`src/rtl/vga_pkg.sv`:
```
// Shared VGA timing constants and types used by the blocks that sit on the
// display timing, including the vblank-gated RAM write arbiter.
package vga_pkg;

    localparam int V_BLANK_START = 768;
    localparam int V_TOTAL_TIME  = 806;

    // Last line (exclusive) on which board/text RAM writes may land, with the
    // default two guard lines kept clear before the next frame starts.
    localparam int WRITE_WIN_END = V_TOTAL_TIME - 2;

    typedef enum logic [1:0] {
        DISPLAY,
        ARB,
        BURST
    } vbw_state_t;

endpackage

```
`src/rtl/vblank_write_arbiter_rr_picker.sv`:
```
// Combinational round-robin picker: returns the first set request bit found
// when searching upward from ptr+1 (wrapping), so the pointer holder goes last.
module rr_picker #(
    parameter  int N     = 4,
    localparam int IDX_W = (N > 1) ? $clog2(N) : 1
) (
    input  logic [N-1:0]     req,
    input  logic [IDX_W-1:0] ptr,
    output logic             found,
    output logic [IDX_W-1:0] idx
);

    // Scan farthest-to-nearest so the candidate closest after ptr wins.
    always_comb begin
        int             w_j;
        logic [IDX_W-1:0] w_jj;
        found = 1'b0;
        idx   = '0;
        w_j   = 0;
        w_jj  = '0;
        for (int k = N; k >= 1; k--) begin
            w_j  = (int'(ptr) + k) % N;
            w_jj = IDX_W'(w_j);
            if (req[w_jj]) begin
                found = 1'b1;
                idx   = w_jj;
            end
        end
    end

endmodule

```
`src/rtl/vblank_write_arbiter.sv`:
```
// Shares the single write port of the board/text RAM among several game-logic
// requesters. Writes only land during vertical blanking (minus guard lines) so
// the draw pipeline never sees a half-updated frame. Round-robin grants with
// bursts capped at MAX_BURST words and a one-cycle bubble per grant change.
module vblank_write_arbiter
    import vga_pkg::*;
#(
    parameter int NUM_REQ     = 4,
    parameter int ADDR_W      = 10,
    parameter int DATA_W      = 8,
    parameter int MAX_BURST   = 8,
    parameter int GUARD_LINES = 2
) (
    input  logic                      clk,
    input  logic                      rst_n,
    input  logic [10:0]               vcount,
    input  logic [NUM_REQ-1:0]        req,
    input  logic [NUM_REQ*ADDR_W-1:0] req_addr,
    input  logic [NUM_REQ*DATA_W-1:0] req_data,
    output logic [NUM_REQ-1:0]        ack,
    output logic                      mem_we,
    output logic [ADDR_W-1:0]         mem_addr,
    output logic [DATA_W-1:0]         mem_data,
    output logic                      busy
);

    localparam int IDX_W   = $clog2(NUM_REQ);
    localparam int WIN_END = V_TOTAL_TIME - GUARD_LINES;

    vbw_state_t         r_state;
    vbw_state_t         w_state_next;
    logic [IDX_W-1:0]   r_gnt;
    logic [IDX_W-1:0]   r_rr_ptr;
    logic [7:0]         r_burst_cnt;
    logic               r_mem_we;
    logic [ADDR_W-1:0]  r_mem_addr;
    logic [DATA_W-1:0]  r_mem_data;
    logic               r_busy;

    logic               w_win;
    logic               w_pick_found;
    logic [IDX_W-1:0]   w_pick_idx;
    logic               w_gnt_req;
    logic [NUM_REQ-1:0] w_ack;
    logic               w_ack_any;
    logic               w_burst_last;
    logic               w_leave;
    logic [ADDR_W-1:0]  w_addr_arr [NUM_REQ];
    logic [DATA_W-1:0]  w_data_arr [NUM_REQ];

    // Unpack the flat request buses into per-requester slices.
    generate
        for (genvar gi = 0; gi < NUM_REQ; gi++) begin : g_unpack
            assign w_addr_arr[gi] = req_addr[gi*ADDR_W +: ADDR_W];
            assign w_data_arr[gi] = req_data[gi*DATA_W +: DATA_W];
        end
    endgenerate

    assign w_win = (vcount >= 11'(V_BLANK_START)) && (vcount < 11'(WIN_END));

    assign w_gnt_req    = req[r_gnt];
    assign w_ack_any    = |w_ack;
    assign w_burst_last = w_ack_any && (r_burst_cnt == 8'(MAX_BURST - 1));

    rr_picker #(.N(NUM_REQ)) u_picker (
        .req   (req),
        .ptr   (r_rr_ptr),
        .found (w_pick_found),
        .idx   (w_pick_idx)
    );

    // Ack the granted requester only while it still requests and the window is open.
    always_comb begin
        w_ack = '0;
        if ((r_state == BURST) && w_gnt_req && w_win) begin
            w_ack[r_gnt] = 1'b1;
        end
    end

    // Next-state decision; w_leave marks the cycle a grant is released.
    always_comb begin
        w_state_next = r_state;
        w_leave      = 1'b0;
        case (r_state)
            DISPLAY: begin
                if (w_win) w_state_next = ARB;
            end
            ARB: begin
                if (!w_win)            w_state_next = DISPLAY;
                else if (w_pick_found) w_state_next = BURST;
            end
            BURST: begin
                if (!w_win || !w_gnt_req || w_burst_last) begin
                    w_leave      = 1'b1;
                    w_state_next = w_win ? ARB : DISPLAY;
                end
            end
            default: w_state_next = DISPLAY;
        endcase
    end

    // All arbiter state plus the registered RAM write port.
    always_ff @(posedge clk or negedge rst_n) begin
        if (!rst_n) begin
            r_state     <= DISPLAY;
            r_gnt       <= '0;
            r_rr_ptr    <= IDX_W'(NUM_REQ - 1);
            r_burst_cnt <= '0;
            r_mem_we    <= 1'b0;
            r_mem_addr  <= '0;
            r_mem_data  <= '0;
            r_busy      <= 1'b0;
        end else begin
            r_state  <= w_state_next;
            r_busy   <= (w_state_next == BURST);
            r_mem_we <= w_ack_any;
            if (w_ack_any) begin
                r_mem_addr  <= w_addr_arr[r_gnt];
                r_mem_data  <= w_data_arr[r_gnt];
                r_burst_cnt <= r_burst_cnt + 8'd1;
            end
            if ((r_state == ARB) && w_win && w_pick_found) begin
                r_gnt       <= w_pick_idx;
                r_burst_cnt <= '0;
            end
            if (w_leave) begin
                r_rr_ptr <= r_gnt;
            end
        end
    end

    assign ack      = w_ack;
    assign mem_we   = r_mem_we;
    assign mem_addr = r_mem_addr;
    assign mem_data = r_mem_data;
    assign busy     = r_busy;

endmodule

```
`config.mk`:
```
export PLATFORM = sky130hd
export DESIGN_NAME = vblank_write_arbiter
export DESIGN_NICKNAME = d
export VERILOG_FILES = /design/src/rtl/vga_pkg.sv /design/src/rtl/vblank_write_arbiter_rr_picker.sv /design/src/rtl/vblank_write_arbiter.sv
export SDC_FILE = /design/constraint.sdc
export NUM_CORES = 1
export LEC_CHECK = 0
export BUFFER_PORTS_ARGS = -buffer_cell sky130_fd_sc_hd__buf_2
export CORE_MARGIN = 5
export CORE_UTILIZATION = 48
export DETAILED_ROUTE_END_ITERATION = 6
export MAX_ROUTING_LAYER = met4
export PLACE_DENSITY = 0.85
export SLEW_MARGIN = 20
export SYNTH_ARGS = -nofsm -noshare
export SYNTH_HDL_FRONTEND = slang
export SYNTH_SLANG_ARGS = --single-unit
export TNS_END_PERCENT = 100
```
`constraint.sdc`:
```
create_clock -name clk -period 4.38 [get_ports clk]
set_clock_uncertainty 0.2 [all_clocks]
set_input_delay 0 -clock clk [delete_from_list [all_inputs] [get_ports clk]]
set_output_delay 0 -clock clk [all_outputs]
set_load 0.005 [all_outputs]
```
==> flow_summary.ini, run 1 <==
[run_status]
status = complete, no violations

[power_and_ir_drop]
leakage_nw = 1.54
power_density_mw_per_mm2 = 201
p_int_mw = 0.494
irDropWorstVdd_v = 0.000155
total_power_mw = 0.635
p_clk_frac = 0.338
power_frac_comb = 0.166
p_sw_frac = 0.222
pwr-share-seq = 0.496
p_sw_mw = 0.141

[final_layout]
n_fill_cell = 272
multiInputGateArea_mm2 = 0.00114
layout_common_cells = 110 x buf_2, 45 x dlygate4sd3_1, 32 x dfrtp_1
final_net_count = 401
layout_commonest_cell = buf_2
antenna_cells = 0
seq_area_um2 = 853
drive_gt1_frac = 0.531
syn2layout_area_growth_pct = 53.3

[cts]
clock-sinks = 34
post_cts_buffers = 0
cts-root-buf = clkbuf_8
cts_buffers = 5
clk-insertion-delay-late_ns = 0.28
ctsHtreeMaxLevel = 2
tritoncts = done
clk_path_buf_depth = 2
ctsResizeCount = 0
path_clk_slew_ns = 0.07

[die]
die_width_um = 75.6
core_area_mm2 = 0.00409
num_rows = 23
die_y_um = 75.6
start_util = 0.506
die_area_mm2 = 0.00572
io_pins = 113

[worst_setup_path]
max_stage_delay_ns = 0.63
worstPathArrival_ns = 2.48
path_cells = dlygate4sd3_1, buf_2, nor3b_2, dlygate4sd3_1, nand3_1, nor3_1, buf_4, mux2_2
required_ns = 4.35
crit_start = vcount[7]
crit_type = in2reg
start_kind = input port
cp_slowest_cell = dlygate4sd3_1
r2r_start = r_gnt[0]$_DFFE_PN0P_
cp-end-kind = register
path_common_cell = dlygate4sd3_1
r2r_cells = 4
path_max_fanout = 12

[placement]
gp_congestion = 0.837
place_hpwl_mm = 4.24
dpl_worst_slack_ns = 1.99
io_buffers = 110

[sta]
setup_viol = 0
rsz0062_at_grt = no
hold_viol = 0
hold_ws_ns = 0.0660
worstMarginPinSlew_ns = 0.951
fin_tns_setup_ns = 0
fin_crit_ns = 2.51
slew_violations = 0
period_share = 0.572
fmax_mhz = 399
slew_headroom = 0.366
layout_setup_ws_ns = 1.87

[global_route]
antenna_found_initial = 0
grt_pass1_vias = 2299
track_usage = 0.257
grt_max_degree = 35
grt_pass1_wl_mm = 10.5
overflow = 0

[synthesis]
syn-cell-area_mm2 = 0.00207
netlist-cell-type-count = 41
yosysSeqAreaShare = 0.413
synth-seq-cells = 34
avgSynthCellArea_um2 = 13.2
yosys_warnings = 0
synthCells = 157
synth_nets = 247

[hold_path]
holdCritPathClass = in2reg
min-delay-start = vcount[2]
hold_path_depth = 5

[route]
ant_nets = 0
first_iter_violations = 82
drc = 0
wire_per_inst_um = 18.4
num_vias = 2019
routed_via_density = 5.59
dr.pass1.iters = 4
drt-total-wl_mm = 6.64

[job]
max_cap_violations = 0
==> worst max-delay path, delay by kind of cell <==
family | cells | cell delay [ns]
and+or+nand+nor | 3 | 0.62
buffers and inverters | 4 | 1.51
muxes | 1 | 0.35
==> stage by stage <==
step / instances / util / area (um2)
2_1_floorplan: 157 / - / 2070
3_3_place_gp: 309 / 0.646 / 2640
3_5_place_dp: 309 / 0.646 / 2640
4_1_cts: 361 / 0.775 / 3170
5_1_grt: 361 / 0.775 / 3170
6_report: 361 / 0.775 / 3170
==> synthesized netlist by cell type, drive strengths merged <==
cell,number,area [um2]
a211oi,1,7.51
a21oi,6,30.0
a41o,1,10.0
and2,1,6.26
and3,2,12.5
and3b,1,8.76
and4,2,17.5
buf,5,37.5
clkbuf,6,23.8
dfrtp,32,801
dfstp,2,52.6
ha,1,12.5
inv,3,11.3
mux2,22,255
mux2i,1,10.0
mux4,19,428
nand2,3,11.3
nand2b,1,6.26
nand3,3,15.0
nand4,3,25.0
nor2,5,18.8
nor2b,5,31.3
nor3,3,15.0
nor3b,3,27.5
nor4bb,1,10.0
o21ai,5,25.0
o21bai,2,15.0
o311ai,1,8.76
o31a,1,8.76
o31ai,6,50.1
o41ai,1,8.76
or2,1,6.26
or3,1,6.26
or4,6,45.0
xnor2,1,8.76
==> flip-flops by register name (all words and copies together) (netlist names) <==
signal	cells
r_state	2
r_burst_cnt	8
mem_addr	10
mem_we	1
r_gnt	2
r_rr_ptr	2
busy	1
mem_data	8
==> metal layers <==
metal / track usage / part of all wire / routed length (um) / vias up
met5: - / 0 / 0 / -
met4: 0.0874 / 0.027 / 182 / 0
met3: 0.0805 / 0.086 / 570 / 21
met2: 0.462 / 0.53 / 3480 / 88
met1: 0.263 / 0.36 / 2400 / 983
li1: - / - / - / 927
==> path summary, 6_finish.rpt <==
path	end	slack, ns
max	r_gnt[1]$_DFFE_PN0P_	1.87
min	r_burst_cnt[7]$_DFFE_PN0P_	0.07
max reg2reg	mem_data[1]$_DFFE_PN0P_	1.89
min reg2reg	mem_data[1]$_DFFE_PN0P_	0.30
max in group asynchronous	mem_addr[0]$_DFFE_PN0P_	3.37
min in group asynchronous	r_state[0]$_DFF_PN0_	0.12
==> cell type report <==
cell class | instances | share of cell area
clock buffer | 7 | 0.0241
inverter | 3 | 0.00355
multi-input combinational | 109 | 0.360
sequential | 34 | 0.269
tap | 50 | 0.0197
timing repair buffer | 158 | 0.323
==> cells by family after synthesis <==
| logic type | count (synthesis) | share of synthesized area |
|---|---|---|
| buf+inv | 14 | 0.0351 |
| mux | 42 | 0.335 |
| compound gates | 24 | 0.0793 |
| xor+xnor | 1 | 0.00424 |
| flops | 34 | 0.413 |
| fa+ha+maj | 1 | 0.00605 |
| simple gates | 41 | 0.127 |
==> what timing repair did <==
action | 4_1_cts | 5_1_grt
hold buffers | 45 | 0
endpoints found under the setup margin | 0 | 0
hold endpoints to repair | 53 | 0
==> power groups by stage <==
stage	clock [mW]	combinational, mW	sequential (mW)
after floorplan	0	0.0261	0.321
after global placement	0	0.0710	0.321
after detailed placement	0	0.0746	0.321
after CTS	0.223	0.103	0.315
after global routing	0.233	0.115	0.315
final	0.215	0.105	0.315
No activity file was read; power rests on OpenSTA's default activity.
==> run 2: changes to the inputs <==
--- a/config.mk
+++ b/config.mk
@@ -7,10 +7,10 @@
 export LEC_CHECK = 0
 export BUFFER_PORTS_ARGS = -buffer_cell sky130_fd_sc_hd__buf_2
 export CORE_MARGIN = 5
-export CORE_UTILIZATION = 48
+export CORE_UTILIZATION = 40
 export DETAILED_ROUTE_END_ITERATION = 6
 export MAX_ROUTING_LAYER = met4
-export PLACE_DENSITY = 0.85
+export PLACE_DENSITY = 0.76
 export SLEW_MARGIN = 20
 export SYNTH_ARGS = -nofsm -noshare
 export SYNTH_HDL_FRONTEND = slang
==> constraint.sdc (replaced) <==
create_clock -name clk -period 2.3 [get_ports clk]
set_clock_uncertainty 0.2 [all_clocks]
set_input_delay 0 -clock clk [delete_from_list [all_inputs] [get_ports clk]]
set_output_delay 0 -clock clk [all_outputs]
set_load 0.005 [all_outputs]
==> flow_summary.ini, run 2 (synthesis gave the netlist of run 1 again) <==
[sta]
slew_headroom = 0.478
hold_viol = 0
setup_viol = 0
layout_setup_ws_ns = 0.0527
rsz0062_at_grt = no
worstMarginPinSlew_ns = 0.783
fmax_mhz = 445
fin_tns_setup_ns = 0
hold_ws_ns = 0.0167
period_share = 0.977
slew_violations = 0
fin_crit_ns = 2.25

[global_route]
antenna_found_initial = 1
grt_max_degree = 35
overflow = 0
grt_pass1_wl_mm = 12.5
grt_pass1_vias = 2430
track_usage = 0.265

[worst_setup_path]
r2r_start = r_burst_cnt[4]$_DFFE_PN0P_
start_kind = register
cp-end-kind = primary output
worstPathArrival_ns = 2.05
required_ns = 2.10
reg2reg_to = r_rr_ptr[1]$_DFFE_PN1P_
setup.worst_path.end = ack[3]
crit_type = reg2out
path_cells = mux4_2, nand4_4, or2_2, inv_1, and3_1, buf_2
r2r_cells = 4
path_max_fanout = 11
regToRegSetupSlack_ns = 0.19
cp_slowest_cell = mux4_2
max_stage_delay_ns = 0.42
crit_start = r_gnt[0]$_DFFE_PN0P_

[placement]
place_hpwl_mm = 4.36
placed_cells = 330
io_buffers = 110
dpl_worst_slack_ns = 0.226
gp_congestion = 0.791

[route]
wire_per_inst_um = 20.7
first_iter_violations = 168
routed_via_density = 5.57
ant_nets = 0
num_vias = 2329
drt-total-wl_mm = 8.67
drc = 0
dr.pass1.iters = 4

[power_and_ir_drop]
pwr-share-seq = 0.429
power_density_mw_per_mm2 = 389
irDropWorstVdd_v = 0.000362
p_sw_frac = 0.233
p_clk_frac = 0.381
p_sw_mw = 0.326
total_power_mw = 1.40
power_frac_comb = 0.190
p_int_mw = 1.07
leakage_nw = 1.71

[final_layout]
layout_common_cells = 110 x buf_2, 78 x dlygate4sd3_1, 32 x dfrtp_1
syn2layout_area_growth_pct = 74.3
layout_commonest_cell = buf_2
fin_cells = 418
drive_gt1_frac = 0.491
largest_reg_flops = 10
final_net_count = 435

[cts]
clk-insertion-delay-late_ns = 0.29
cts_buffers = 5
ctsHtreeMaxLevel = 2
path_clk_slew_ns = 0.08
clk_path_buf_depth = 2
clock-sinks = 34
tritoncts = done
post_cts_buffers = 0
cts-root-buf = clkbuf_8

[die]
core_area_mm2 = 0.00507
die_width_um = 81.9
die_area_mm2 = 0.00671
start_util = 0.407
num_rows = 26
io_pins = 113
die_y_um = 81.9

[job]
max_cap_violations = 0

[hold_path]
min-delay-start = req_addr[12]
holdCritPathClass = in2reg

[run_status]
status = complete, no violations
run 2: worst min path at each step:
stage,end,cells after the start
floorplan,busy$_DFF_PN0_,0
global placement,mem_data[2]$_DFFE_PN0P_,1
detailed placement,mem_data[2]$_DFFE_PN0P_,1
CTS,mem_data[4]$_DFFE_PN0P_,3
global route,mem_data[4]$_DFFE_PN0P_,3
finish,mem_addr[2]$_DFFE_PN0P_,3
run 2: final cells by class:
type | instances | area (um2)
timing repair buffer | 192 | 1370
clock buffer | 8 | 110
tap | 70 | 87.6
inverter | 3 | 11.3
fill | 336 | 1470
sequential | 34 | 853
multi-input combinational | 109 | 1160
antenna | 2 | 5.00
run 2: timing repair:
item / in CTS / in global routing
endpoints found under the setup margin: 0 / 14
endpoints found under the hold margin: 52 / 1
gates resized for setup: 0 / 3
hold buffers: 75 / 3
run 2: stage by stage:
step	utilization	area, um2
floorplan	-	2070
detailed placement	0.529	2690
global route	0.709	3600
CTS	0.699	3550
global placement	0.529	2690
finish	0.710	3600
run 2: power groups by stage:
| stage | Combinational, mW | Sequential (mW) | Clock (mW) |
|---|---|---|---|
| floorplan | 0.0496 | 0.611 | 0 |
| global placement | 0.137 | 0.611 | 0 |
| detailed placement | 0.143 | 0.612 | 0 |
| CTS | 0.238 | 0.600 | 0.523 |
| global route | 0.282 | 0.600 | 0.560 |
| finish | 0.266 | 0.600 | 0.534 |
run 2: critical path: cells and delay by family, from the launching register on:
kind / cells / cell delay, ns
DFF: 1 / 0.40
buffers and inverters: 2 / 0.22
and+or+nand+nor: 3 / 0.73
muxes: 1 / 0.42
run 2: per-layer routing:
layer / vias up / part of all wire / wire (um) / GRT usage
met2: 138 / 0.58 / 5020 / 0.489
met1: 1140 / 0.30 / 2610 / 0.250
met3: 50 / 0.054 / 472 / 0.0471
li1: 1001 / - / - / -
met5: - / 0 / 0 / -
met4: 0 / 0.066 / 569 / 0.166
